### src/rtl/flags_stack_if.sv
// flags_stack_if: groups the interrupt/RTI sequencer handshake and the
// flags-register restore path of the flags_stack block.
// The master modport is the sequencer/flags-register side.
// The slave modport is the stack itself.
interface flags_stack_if #(
   parameter int PTR_W = 3
);
   logic             push;
   logic             pop;
   logic [2:0]       flags_in;
   logic             err_clr;
   logic [2:0]       flags_out;
   logic             restore_en;
   logic [PTR_W:0]   count;
   logic             empty;
   logic             full;
   logic             ovf_err;
   logic             udf_err;

   modport master (
      output push, pop, flags_in, err_clr,
      input  flags_out, restore_en, count, empty, full, ovf_err, udf_err
   );

   modport slave (
      input  push, pop, flags_in, err_clr,
      output flags_out, restore_en, count, empty, full, ovf_err, udf_err
   );
endinterface

### src/rtl/flags_stack.sv
// flags_stack: LIFO of {Z,V,N} condition-flag frames for nested interrupts.
// A push saves the live flags on interrupt entry. A pop restores the top
// frame to the flags register through flags_out, qualified by a one-cycle
// restore_en strobe one clock after the pop.
// Optional feature macro: FLAGS_STACK_ERR_EN makes ovf_err/udf_err sticky
// error flags cleared by err_clr. Without it both are tied low.
module flags_stack #(
   parameter int DEPTH = 8,
   parameter int PTR_W = 3
) (
   input logic          clk,
   input logic          rst,
   flags_stack_if.slave bus
);

   localparam logic [PTR_W:0] LP_DEPTH = (PTR_W+1)'(DEPTH);

   logic [2:0]       r_mem [DEPTH];
   logic [PTR_W:0]   r_sp;
   logic             r_empty;
   logic             r_full;
   logic [2:0]       r_flagsOut;
   logic             r_restoreEn;

   logic             w_popOk;
   logic             w_swap;
   logic             w_pushOk;
   logic             w_popOnly;
   logic             w_ovfEvent;
   logic             w_udfEvent;
   logic [PTR_W:0]   w_spTop;
   logic [PTR_W-1:0] w_topIdx;
   logic [PTR_W-1:0] w_spIdx;
   logic [PTR_W:0]   w_spNext;

   // Decode the request into exactly one stack action.
   // A pop is honoured whenever the stack holds data. A push alongside an
   // honoured pop becomes a swap, so a full stack never blocks it.
   // A plain push is dropped when full.
   always_comb begin
      w_popOk    = bus.pop && !r_empty;
      w_swap     = bus.push && w_popOk;
      w_pushOk   = bus.push && !w_popOk && !r_full;
      w_popOnly  = w_popOk && !bus.push;
      w_ovfEvent = bus.push && !w_popOk && r_full;
      w_udfEvent = bus.pop && r_empty;
      w_spTop    = r_sp - 1'b1;
      w_topIdx   = w_spTop[PTR_W-1:0];
      w_spIdx    = r_sp[PTR_W-1:0];
      w_spNext   = r_sp;
      if (w_pushOk) begin
         w_spNext = r_sp + 1'b1;
      end else if (w_popOnly) begin
         w_spNext = w_spTop;
      end
   end

   // Frame storage. The array is never reset because entries at or above
   // sp are never read.
   always_ff @(posedge clk) begin
      if (!rst) begin
         if (w_pushOk) begin
            r_mem[w_spIdx] <= bus.flags_in;
         end else if (w_swap) begin
            r_mem[w_topIdx] <= bus.flags_in;
         end
      end
   end

   // Stack pointer and the registered occupancy flags derived from its next value.
   always_ff @(posedge clk) begin
      if (rst) begin
         r_sp    <= '0;
         r_empty <= 1'b1;
         r_full  <= 1'b0;
      end else begin
         r_sp    <= w_spNext;
         r_empty <= (w_spNext == '0);
         r_full  <= (w_spNext == LP_DEPTH);
      end
   end

   // Restore path. The old top entry is captured at the pop edge. During a
   // swap this read sees the entry before it is overwritten. flags_out holds
   // its value between strobes.
   always_ff @(posedge clk) begin
      if (rst) begin
         r_flagsOut  <= 3'b000;
         r_restoreEn <= 1'b0;
      end else begin
         r_restoreEn <= w_popOk;
         if (w_popOk) begin
            r_flagsOut <= r_mem[w_topIdx];
         end
      end
   end

`ifdef FLAGS_STACK_ERR_EN
   logic r_ovfErr;
   logic r_udfErr;

   // Sticky error flags. A new event wins over a simultaneous err_clr, so
   // the event is never lost.
   always_ff @(posedge clk) begin
      if (rst) begin
         r_ovfErr <= 1'b0;
         r_udfErr <= 1'b0;
      end else begin
         if (w_ovfEvent) begin
            r_ovfErr <= 1'b1;
         end else if (bus.err_clr) begin
            r_ovfErr <= 1'b0;
         end
         if (w_udfEvent) begin
            r_udfErr <= 1'b1;
         end else if (bus.err_clr) begin
            r_udfErr <= 1'b0;
         end
      end
   end

   assign bus.ovf_err = r_ovfErr;
   assign bus.udf_err = r_udfErr;
`else
   // Without error reporting, bad pushes and pops are simply dropped.
   logic w_unusedErr;
   assign w_unusedErr = &{1'b0, bus.err_clr, w_ovfEvent, w_udfEvent};
   assign bus.ovf_err = 1'b0;
   assign bus.udf_err = 1'b0;
`endif

   assign bus.flags_out  = r_flagsOut;
   assign bus.restore_en = r_restoreEn;
   assign bus.count      = r_sp;
   assign bus.empty      = r_empty;
   assign bus.full       = r_full;

endmodule

### src/flat_wrapper.sv
// flat-port wrapper written by rule: the top's interface ports become plain ports
module flags_stack_flat 
#(
   parameter int DEPTH = 8,
   parameter int PTR_W = 3
)
  (clk, rst, bus_push, bus_pop, bus_flags_in, bus_err_clr, bus_flags_out, bus_restore_en, bus_count, bus_empty, bus_full, bus_ovf_err, bus_udf_err);
  flags_stack_if #(.PTR_W(PTR_W)) bus_i ();
  input logic clk;
  input logic rst;
  input wire logic [$bits(bus_i.push)-1:0] bus_push;
  input wire logic [$bits(bus_i.pop)-1:0] bus_pop;
  input wire logic [$bits(bus_i.flags_in)-1:0] bus_flags_in;
  input wire logic [$bits(bus_i.err_clr)-1:0] bus_err_clr;
  output wire logic [$bits(bus_i.flags_out)-1:0] bus_flags_out;
  output wire logic [$bits(bus_i.restore_en)-1:0] bus_restore_en;
  output wire logic [$bits(bus_i.count)-1:0] bus_count;
  output wire logic [$bits(bus_i.empty)-1:0] bus_empty;
  output wire logic [$bits(bus_i.full)-1:0] bus_full;
  output wire logic [$bits(bus_i.ovf_err)-1:0] bus_ovf_err;
  output wire logic [$bits(bus_i.udf_err)-1:0] bus_udf_err;
  assign bus_i.push = bus_push;
  assign bus_i.pop = bus_pop;
  assign bus_i.flags_in = bus_flags_in;
  assign bus_i.err_clr = bus_err_clr;
  assign bus_flags_out = bus_i.flags_out;
  assign bus_restore_en = bus_i.restore_en;
  assign bus_count = bus_i.count;
  assign bus_empty = bus_i.empty;
  assign bus_full = bus_i.full;
  assign bus_ovf_err = bus_i.ovf_err;
  assign bus_udf_err = bus_i.udf_err;
  flags_stack #(.DEPTH(DEPTH), .PTR_W(PTR_W)) u_core (.clk(clk), .rst(rst), .bus(bus_i));
endmodule
### config.mk
export PLATFORM = sky130hd
export DESIGN_NAME = flags_stack_flat
export DESIGN_NICKNAME = d
export VERILOG_FILES = /design/src/rtl/flags_stack_if.sv /design/src/rtl/flags_stack.sv /design/src/flat_wrapper.sv
export SDC_FILE = /design/constraint.sdc
export NUM_CORES = 1
export LEC_CHECK = 0
export CAP_MARGIN = 10
export CORE_ASPECT_RATIO = 1.5
export CORE_MARGIN = 3
export CORE_UTILIZATION = 54
export DETAILED_ROUTE_END_ITERATION = 12
export HOLD_SLACK_MARGIN = 0.1
export PLACE_DENSITY = 0.75
export SYNTH_ARGS = -nofsm -noshare
export SYNTH_HDL_FRONTEND = slang
export SYNTH_SLANG_ARGS = --single-unit
### constraint.sdc
create_clock -name clk -period 2.7 [get_ports clk]
set_clock_uncertainty 0.15 [all_clocks]
set_input_delay 0.81 -clock clk [delete_from_list [all_inputs] [get_ports clk]]
set_output_delay 0.81 -clock clk [all_outputs]
set_load 0.02 [all_outputs]
[Word level (Yosys, flattened, before mapping)]
Memories as Yosys holds them, arrays and structs flattened. A register that Yosys moved wholly into a read port is not among the register bits.
Index checks and enable logic that the tools add are counted.
Word-level totals
  register bits after elaboration: 7
  bits in latches: 0
  bits in writable memories: 24
  ROM bits: 0
  output and inout port bits: 12
  word-level logic and storage cells: 31
  memories: 1
Operators by class
  $add $sub $neg: 2
  $mul: 0
  divide/modulo/power cells: 0
  order comparisons: 0
  equal/unequal tests: 1
  shifts and indexed selects: 0
  multiplexer cells: 12
  bitwise gates (word level): 0
  reduce and logical (&&, ||, !) cells: 11
Memory list
  u_core.r_mem: words 8, width 3, rd ports 1, clocked after Yosys merged registers in 1, wr ports 1, line flags_stack.sv:18  | logic [2:0] r_mem [DEPTH];
Operators by type and width (count)
  1-bit two-way mux: 8
  4-bit two-way mux: 2
  3-bit two-way mux: 2
  1-bit logical AND: 5
  4-bit by 1-bit adder with 4-bit output, second input constant: 1
  4-bit == test, second input constant: 1
  1-bit logical NOT: 4
  4-bit logical NOT: 1
  4-bit by 1-bit subtractor with 4-bit output, second input constant: 1
  3-bit OR reduction: 1

[Depth between registers and ports, before layout]
Gate-level depths: netlist of run 1.
  depth after elaboration: 10
  mapped depth: 8

[Worst setup path before layout of run 1]
No wires, ideal clock.
  kind: register to register
  start: reg u_core.r_sp[0], in the netlist u_core.bus.count[0]
  end: mem u_core.r_mem[3][0] (enable)
  library setup time: 0.319 ns
  arrival: 1.720 ns
  required time: 2.231 ns
  slack: 0.511 ns
  cell stages (with the launch flop): 8
  cell sequence: dfxtp_1 > buf_4 > inv_1 > ha_1 > buf_2 > o32ai_1 > nand2_1 > nor2_1
Between the ends
  longest elaborated chain between the ends: 2
RTL lines
  from (decl): line flags_stack.sv:19  | logic [PTR_W:0] r_sp;
  from (signal assigned): line flags_stack.sv:77  | r_sp <= w_spNext;
  4-bit by 1-bit subtractor with 4-bit output: line flags_stack.sv:47  | w_spTop = r_sp - 1'b1;
  3-bit two-way mux (no source line) *
  to (decl): line flags_stack.sv:18
Mark *: on every way between the ends. The rest lies on a longest branch, timed or not.

[Worst setup path after layout of run 1]
  start: in bus_pop
  end: mem u_core.r_mem[3][2] (enable)
Between the ends
  longest elaborated chain between the ends: 9
  elaborated cells on any way between the ends: 15
RTL lines
  from (decl): line flat_wrapper.sv:12  | input wire logic [$bits(bus_i.pop)-1:0] bus_pop;
  1-bit logical AND *: line flags_stack.sv:41  | w_popOk = bus.pop && !r_empty;
  1-bit logical NOT: line flags_stack.sv:43  | w_pushOk = bus.push && !w_popOk && !r_full;
  1-bit logical AND (2 in a row): line flags_stack.sv:43
  1-bit two-way mux: line flags_stack.sv:62  | if (w_pushOk) begin
  1-bit two-way mux: line flags_stack.sv:61  | if (!rst) begin
  1-bit two-way mux (not written as such): line flags_stack.sv:65  | r_mem[w_topIdx] <= bus.flags_in;
  3-bit OR reduction (no source line)
  3-bit two-way mux (no source line) or 1-bit two-way mux (tied branches)
Marks and branches as above.

==> flow_summary.ini, run 1 <==
[clock_network]
clk_path_buf_depth = 2
cts_tree = done
clk_pin_slew_ns = 0.07
cts_root_buf = clkbuf_8
cts_setup_buffers = 0
clock_latency_ns = 0.28
hold_buffers = 0
htree_num_levels = 2
numCtsBuffers = 5
clock_sinks = 34
cts_resized = 0

[routing]
first_iter_violations = 19
via_per_inst = 5.58
antenna_left = 0
num_vias = 1049
first_pass_iters = 4
routedWlPerCell_um = 16.1
wl_mm = 3.02
drc = 0

[die]
num_rows = 23
die-area_mm2 = 0.00368
die_w_um = 50.5
start_util_pct = 58.2
dieHeight_um = 72.8
num_io_pins = 20
coreArea_mm2 = 0.00276

[sta]
setup_tns_ns = 0
fmax_mhz = 413
setup_viol = 0
grt_setup_unrepaired = no
finalHoldViolCount = 0
fin_crit_ns = 2.42
report.final.slew_viol_count = 0
fin_crit_sh_pct = 89.6

[synth]
syn_avg_cell_area_um2 = 12.9
ys_ff_latch = 34
yosysWarnings = 0
seq_area_frac_synth_pct = 57.3
yosysTopAreaCell = edfxtp_1
syn-instance-count = 125
synth.distinct_cells = 36
synth-edff-count = 24
synth_top_area_share_pct = 44.9
synthTopCellsByArea = edfxtp_1 45%, dfxtp_1 12%, mux4_2 8.4%
async_flop_share_pct = 0
synth_area_mm2 = 0.00161
synthFlopType = edfxtp_1

[worst_hold_path]
hold_class = flop to flop
min_from = u_core.bus.flags_out[0]

[worst_setup_path]
start_kind = primary input
slowest_stage = clkdlybuf4s50_1
endpoint_kind = flop
cp.arrival_ns = 2.22
crit_chain = clkdlybuf4s50_1, and2b_1, and3_1, xor2_1, nor2_1
cp_max_fo = 5
critical_path_class = primary input to flop
cp_num_buf_inv = 1
reg2reg_from = u_core.bus.count[1]
cpPeakStageDelay_ns = 0.49
cp.required_ns = 2.51
cp_top_family = simple AND/OR/NAND/NOR gates
crit_path_start = bus_pop

[final_layout]
fin_cells = 188
syn2layout_area_growth_pct = 18.6
num-nets-final = 160
n_antenna_cell = 0
fillers = 220
drive_above_1_share_pct = 18.5

[status]
outcome = finished clean

[grt]
grt_max_degree = 12
antenna_found_initial = 0
grt_overflow = 0
grt_pass1_wl_mm = 5.10
grtUsageTotal_pct = 19.4
first_global_vias = 1092

[power_and_ir_drop]
leakage_nw = 0.675
p_per_area_mw_per_mm2 = 831
peakVddDrop_uv = 554

[place]
place.gp.congestion = 0.826
dp.cells = 180
port_buffers = 16
place_hpwl_mm = 2.27

[job]
cap_violations = 0
-- tightest hold or removal path, cell delays in order (launching register included) --
cell and delay (ns):
dfxtp_1 0.31, nor2_1 0.11, a211oi_1 0.06
-- synthesized netlist by cell type (2+ instances only) --
library cell  instances
mux4_2                6
xor2_1                2
xnor2_1               5
buf_6                 3
inv_1                 2
a211oi_1              5
nand2_1               5
buf_2                 3
nor2_1               18
buf_4                 3
nand3_1               3
mux2i_1               3
nand2b_1              3
ha_1                  2
or3_1                 2
a31oi_1               2
a21oi_1               2
nor3_1                3
edfxtp_1             24
and2b_2               2
o21ai_1               3
dfxtp_1              10
-- final timing paths --
check	end	slack [ns]	cells after the start
setup / recovery	u_core.r_mem[3][2]	0.28	5
hold / removal	u_core.bus.flags_out[0]	0.37	2
setup reg to reg	u_core.r_mem[0][2]	0.45	6
hold reg to reg	u_core.bus.flags_out[0]	0.37	2
-- state kept, by name (all words and copies together) (netlist names) --
name	flops
u_core.r_mem	24
u_core.bus.count	4
u_core.bus.flags_out	3
u_core.bus.empty	1
u_core.bus.full	1
u_core.bus.restore_en	1
-- placed cells by master, fill, tap and decap left out, types with 3 or more instances in the layout --
master / Yosys / routed
a211oi_1: 5 / 5
buf_4: 3 / 10
clkbuf_8: 0 / 5
clkdlybuf4s50_1: 0 / 16
dfxtp_1: 10 / 10
edfxtp_1: 24 / 24
mux2i_1: 3 / 3
mux4_2: 6 / 6
nand2_1: 5 / 5
nand2b_1: 3 / 3
nand3_1: 3 / 3
nor2_1: 18 / 18
nor3_1: 3 / 3
o21ai_1: 3 / 3
xnor2_1: 5 / 5
-- routing by layer --
layer	vias up	wire length [um]	GRT usage, %
met5	-	0	0
met2	24	1710	37.4
met3	8	124	5.11
li1	504	-	-
met1	513	1120	18.4
met4	0	75	9.58
-- metrics by stage --
| step | hold slack [ns] | cell area (um^2) | setup slack, ns | total power, mW | util [%] |
|---|---|---|---|---|---|
| after floorplan | 0.421 | 1610 | 0.511 | 1.07 | - |
| after global placement | 0.344 | 1820 | 0.0404 | 1.23 | 65.9 |
| after detailed placement | 0.358 | 1820 | 0.00505 | 1.24 | 65.9 |
| after CTS | 0.377 | 1910 | 0.275 | 1.60 | 69.0 |
| after global routing | 0.412 | 1910 | 0.189 | 1.67 | 69.0 |
| final | 0.373 | 1910 | 0.281 | 1.58 | 69.0 |
-- cell type report --
| cell class | instances | area, um^2 | share of cell area, % |
|---|---|---|---|
| multi-input cells | 81 | 611 | 32.0 |
| well taps | 37 | 46.3 | 2.43 |
| repair buffers | 26 | 235 | 12.3 |
| flip-flops and latches | 34 | 921 | 48.3 |
| clock buffers | 5 | 68.8 | 3.61 |
| inverters | 2 | 7.51 | 0.394 |
| clock inverters | 3 | 16.3 | 0.854 |
-- logic make-up after synthesis --
| kind of cell | Yosys count | share of synthesized area (%) |
|---|---|---|
| AOI/OAI and AO/OA | 19 | 8.41 |
| xor gates and xnor gates | 7 | 3.82 |
| adders and majority gates | 2 | 1.56 |
| buffers and inverters | 11 | 4.91 |
| DFF | 34 | 57.3 |
| muxes | 9 | 10.3 |
| other | 1 | 0.233 |
| and+or+nand+nor | 42 | 13.5 |
-- where the power goes --
group | switching, mW | leakage, nW | internal, mW
logic | 0.307 | 0.334 | 0.281
registers | 0.0360 | 0.299 | 0.609
clock network | 0.174 | 0.0416 | 0.176
total | 0.517 | 0.675 | 1.07
Note: power is estimated with default switching activity, not from simulation.
==> run 2: changes to the inputs <==
--- a/config.mk
+++ b/config.mk
@@ -11,7 +11,7 @@
 export CORE_UTILIZATION = 54
 export DETAILED_ROUTE_END_ITERATION = 12
 export HOLD_SLACK_MARGIN = 0.1
-export PLACE_DENSITY = 0.75
+export PLACE_DENSITY = 0.77
 export SYNTH_ARGS = -nofsm -noshare
 export SYNTH_HDL_FRONTEND = slang
 export SYNTH_SLANG_ARGS = --single-unit
==> flow_summary.ini, run 2 (synthesis gave the netlist of run 1 again) <==
[die]
start_util_pct = 58.2
num_rows = 23
die_w_um = 50.5
die-area_mm2 = 0.00368
num_io_pins = 20
coreArea_mm2 = 0.00276
dieHeight_um = 72.8

[sta]
finalHoldViolCount = 0
report.final.slew_viol_count = 0
setup_viol = 0
fin_crit_ns = 2.41
setup_tns_ns = 0
fmax_mhz = 415
grt_setup_unrepaired = no
fin_crit_sh_pct = 89.2

[final_layout]
final_cell_mix = 24 x edfxtp_1, 18 x nor2_1, 16 x clkdlybuf4s50_1, 10 x dfxtp_1, 8 x buf_4
n_antenna_cell = 0
syn2layout_area_growth_pct = 18.0
regMostFlops = u_core.r_mem
drive_above_1_share_pct = 18.1
layout_commonest_cell = edfxtp_1
fin_cells = 186
largest_reg_flops = 24
num-nets-final = 158

[routing]
wl_mm = 2.95
routedWlPerCell_um = 15.9
via_per_inst = 5.62
first_pass_iters = 4
antenna_left = 0
num_vias = 1045
drc = 0
first_iter_violations = 15

[clock_network]
hold_buffers = 0
numCtsBuffers = 5
clk_pin_slew_ns = 0.07
clock_latency_ns = 0.29
cts_resized = 0
htree_num_levels = 2
cts_tree = done
clk_path_buf_depth = 2
cts_setup_buffers = 0
cts_root_buf = clkbuf_8
clock_sinks = 34

[grt]
grt_max_degree = 15
first_global_vias = 1123
grt_pass1_wl_mm = 5.06
antenna_found_initial = 0
grtUsageTotal_pct = 19.2
grt_overflow = 0

[power_and_ir_drop]
leakage_nw = 0.667
p_per_area_mw_per_mm2 = 838
peakVddDrop_uv = 732

[place]
place_hpwl_mm = 2.29
dp.cells = 178
port_buffers = 16
place.gp.congestion = 0.922

[worst_setup_path]
cpPeakStageDelay_ns = 0.67
cp_max_fo = 9
critical_path_class = flop to primary output
endpoint_kind = primary output
cp_top_family = buffers and inverters
crit_chain = clkdlybuf4s50_1
start_kind = flop
cp.required_ns = 1.74
slowest_stage = clkdlybuf4s50_1
cp_num_buf_inv = 1
cp.arrival_ns = 1.45

[status]
outcome = finished clean

[worst_hold_path]
hold_class = flop to flop

[job]
cap_violations = 0
[run 2: cell types whose count changed in the layout (fill, tap and decap cells not counted)]
cell      delta
buf_4        -2
clkinv_1     -1
clkinv_4     +1
[run 2: path summary, 6_finish.rpt]
path,endpoint,cells past startpoint,slack (ns),start
worst max-delay path,bus_count[1],1,0.29,u_core.bus.count[1]
worst min-delay path,u_core.bus.flags_out[0],2,0.35,u_core.bus.flags_out[0]
worst max register to register,u_core.r_mem[4][0],6,0.43,u_core.bus.count[1]
worst min register to register,u_core.bus.flags_out[0],2,0.35,u_core.bus.flags_out[0]
[run 2: worst register-to-register path: stages (launching register included)]
cell	delay, ns
dfxtp_1	0.50
inv_1	0.13
ha_1	0.46
nand2_1	0.13
a2bb2o_1	0.26
nand2_1	0.08
nor2_1	0.25
[run 2: cell type report]
type	instances	area (um^2)
Fill cell	222	867
Timing Repair Buffer	24	220
Sequential cell	34	921
Tap cell	37	46.3
Clock buffer	5	68.8
Inverter	2	7.51
Multi-Input combinational cell	81	611
Clock inverter	3	21.3
[run 2: where the power goes]
part / internal (mW) / switching [mW] / leakage (nW)
sequential: 0.609 / 0.0333 / 0.299
combinational: 0.274 / 0.307 / 0.324
clock: 0.181 / 0.185 / 0.0441
[run 2: routing by layer]
layer  routed length (um)  vias to the layer above  share of wire (%)  GRT usage (%)
met5                    0                        -                  0              0
li1                     -                      502                  -              -
met1                 1050                      505                 35           18.0
met2                 1700                       30                 58           36.5
met3                  138                        8                4.7           6.34
met4                   64                        0                2.2           8.68
[run 2: through the flow]
step	util [%]	hold slack (ns)	setup WS (ns)	instance area, um^2	total power [mW]
after global placement	65.4	0.344	0.0586	1810	1.22
final	68.6	0.354	0.290	1900	1.59
after floorplan	-	0.421	0.511	1610	1.07
after detailed placement	65.4	0.344	0.0120	1810	1.24
after global routing	68.6	0.378	0.171	1900	1.68
after CTS	68.6	0.353	0.284	1900	1.60
==> run 3: changes to the inputs <==
--- a/config.mk
+++ b/config.mk
@@ -8,10 +8,10 @@
 export CAP_MARGIN = 10
 export CORE_ASPECT_RATIO = 1.5
 export CORE_MARGIN = 3
-export CORE_UTILIZATION = 54
+export CORE_UTILIZATION = 30
 export DETAILED_ROUTE_END_ITERATION = 12
 export HOLD_SLACK_MARGIN = 0.1
-export PLACE_DENSITY = 0.77
+export PLACE_DENSITY = 0.47
 export SYNTH_ARGS = -nofsm -noshare
 export SYNTH_HDL_FRONTEND = slang
 export SYNTH_SLANG_ARGS = --single-unit
==> flow_summary.ini, run 3 (synthesis gave the netlist of run 1 again) <==
[die]
die_w_um = 65.8
coreArea_mm2 = 0.00516
num_rows = 32
start_util_pct = 31.1
die-area_mm2 = 0.00629
num_io_pins = 20
dieHeight_um = 95.6

[clock_network]
numCtsBuffers = 5
cts_resized = 0
cts_root_buf = clkbuf_8
clock_latency_ns = 0.28
htree_num_levels = 2
clock_sinks = 34
clk_pin_slew_ns = 0.07
clk_path_buf_depth = 2
hold_buffers = 0
cts_setup_buffers = 0
cts_tree = done

[grt]
grt_overflow = 0
antenna_found_initial = 0
grt_pass1_wl_mm = 4.91
grtUsageTotal_pct = 10.9
grt_max_degree = 15
first_global_vias = 1015

[worst_setup_path]
cp.required_ns = 1.74
reg2reg_from = u_core.bus.count[1]
slowest_stage = clkdlybuf4s50_1
cp_top_family = buffers and inverters
crit_chain = clkdlybuf4s50_1
cp.arrival_ns = 1.45
endpoint_kind = primary output
cpPeakStageDelay_ns = 0.67
crit_path_start = u_core.bus.count[1]
start_kind = flop
crit_cells = 1
cp_num_buf_inv = 1
critical_path_class = flop to primary output
cp_max_fo = 9
r2r_cells = 6

[power_and_ir_drop]
p_per_area_mw_per_mm2 = 814
pwr-share-comb_pct = 36.8
p_seq_share_pct = 40.7
peakVddDrop_uv = 363
sw_frac_of_total_pct = 32.8
power.share.clock_pct = 22.6
leakage_nw = 0.670
p_sw_uw = 519
internal_power_mw = 1.06

[sta]
finalHoldViolCount = 0
setup_viol = 0
setup_tns_ns = 0
fin_crit_ns = 2.41
report.final.slew_viol_count = 0
fmax_mhz = 415
grt_setup_unrepaired = no
holdWs_ns = 0.352
fin_crit_sh_pct = 89.2
finalWorstSetupSlack_ns = 0.292

[job]
cap_violations = 0

[final_layout]
regMostFlops = u_core.r_mem
drive_above_1_share_pct = 18.7
n_antenna_cell = 0
largest_reg_flops = 24
layout_commonest_cell = edfxtp_1
syn2layout_area_growth_pct = 20.9
final_cell_mix = 24 x edfxtp_1, 18 x nor2_1, 16 x clkdlybuf4s50_1, 10 x buf_4, 10 x dfxtp_1
num-nets-final = 160

[routing]
first_iter_violations = 35
via_per_inst = 4.70
first_pass_iters = 4
routedWlPerCell_um = 14.2
drc = 0
wl_mm = 3.10
num_vias = 1025
antenna_left = 0

[place]
place_hpwl_mm = 2.37
place.gp.congestion = 0.792
port_buffers = 16
place_ws_ns = -0.0322

[worst_hold_path]
hold_class = flop to flop
hold_depth = 2
min_from = u_core.bus.flags_out[1]

[status]
outcome = finished clean
-- run 3: power by group through the flow --
stage               clock [mW]  combinational [mW]  sequential (mW)
finish                   0.357               0.581            0.643
floorplan                    0               0.387            0.685
detailed placement           0               0.590            0.657
CTS                      0.371               0.592            0.645
global route             0.391               0.630            0.651
global placement             0               0.592            0.656
-- run 3: worst reg2reg max path: cells and delay by family (launching register included) --
| family | cells | cell delay [ns] |
|---|---|---|
| compound gates | 1 | 0.13 |
| fa+ha+maj | 1 | 0.41 |
| buf+inv | 2 | 0.34 |
| flops | 1 | 0.50 |
| simple gates | 2 | 0.41 |
-- run 3: final timing paths --
check                            endpoint  slack (ns)
hold / removal    u_core.bus.flags_out[1]        0.35
hold reg to reg   u_core.bus.flags_out[1]        0.35
setup reg to reg       u_core.r_mem[6][0]        0.45
setup / recovery             bus_count[1]        0.29
-- run 3: area by class of cell --
| cell class | count | area (um^2) |
|---|---|---|
| fill | 515 | 3220 |
| sequential | 34 | 921 |
| tap | 68 | 85.1 |
| timing repair buffer | 26 | 235 |
| clock inverter | 2 | 15.0 |
| inverter | 2 | 7.51 |
| multi-input combinational | 81 | 611 |
| clock buffer | 5 | 68.8 |
-- run 3: per-layer routing --
layer / wire [um] / GRT usage (%) / up-vias / part of all wire, %
met5: 0 / 0 / - / 0
met2: 1710 / 19.7 / 19 / 55
met1: 1220 / 11.4 / 494 / 39
met4: 68 / 5.19 / 0 / 2.2
li1: - / - / 505 / -
met3: 105 / 2.83 / 7 / 3.4
-- run 3: metrics by stage --
step / cell area (um^2) / std cells / utilization (%) / power [mW]
global placement: 1860 / 211 / 36.0 / 1.25
finish: 1940 / 218 / 37.6 / 1.58
global route: 1940 / 218 / 37.6 / 1.67
floorplan: 1610 / 126 / - / 1.07
CTS: 1940 / 218 / 37.6 / 1.61
detailed placement: 1860 / 211 / 36.0 / 1.25
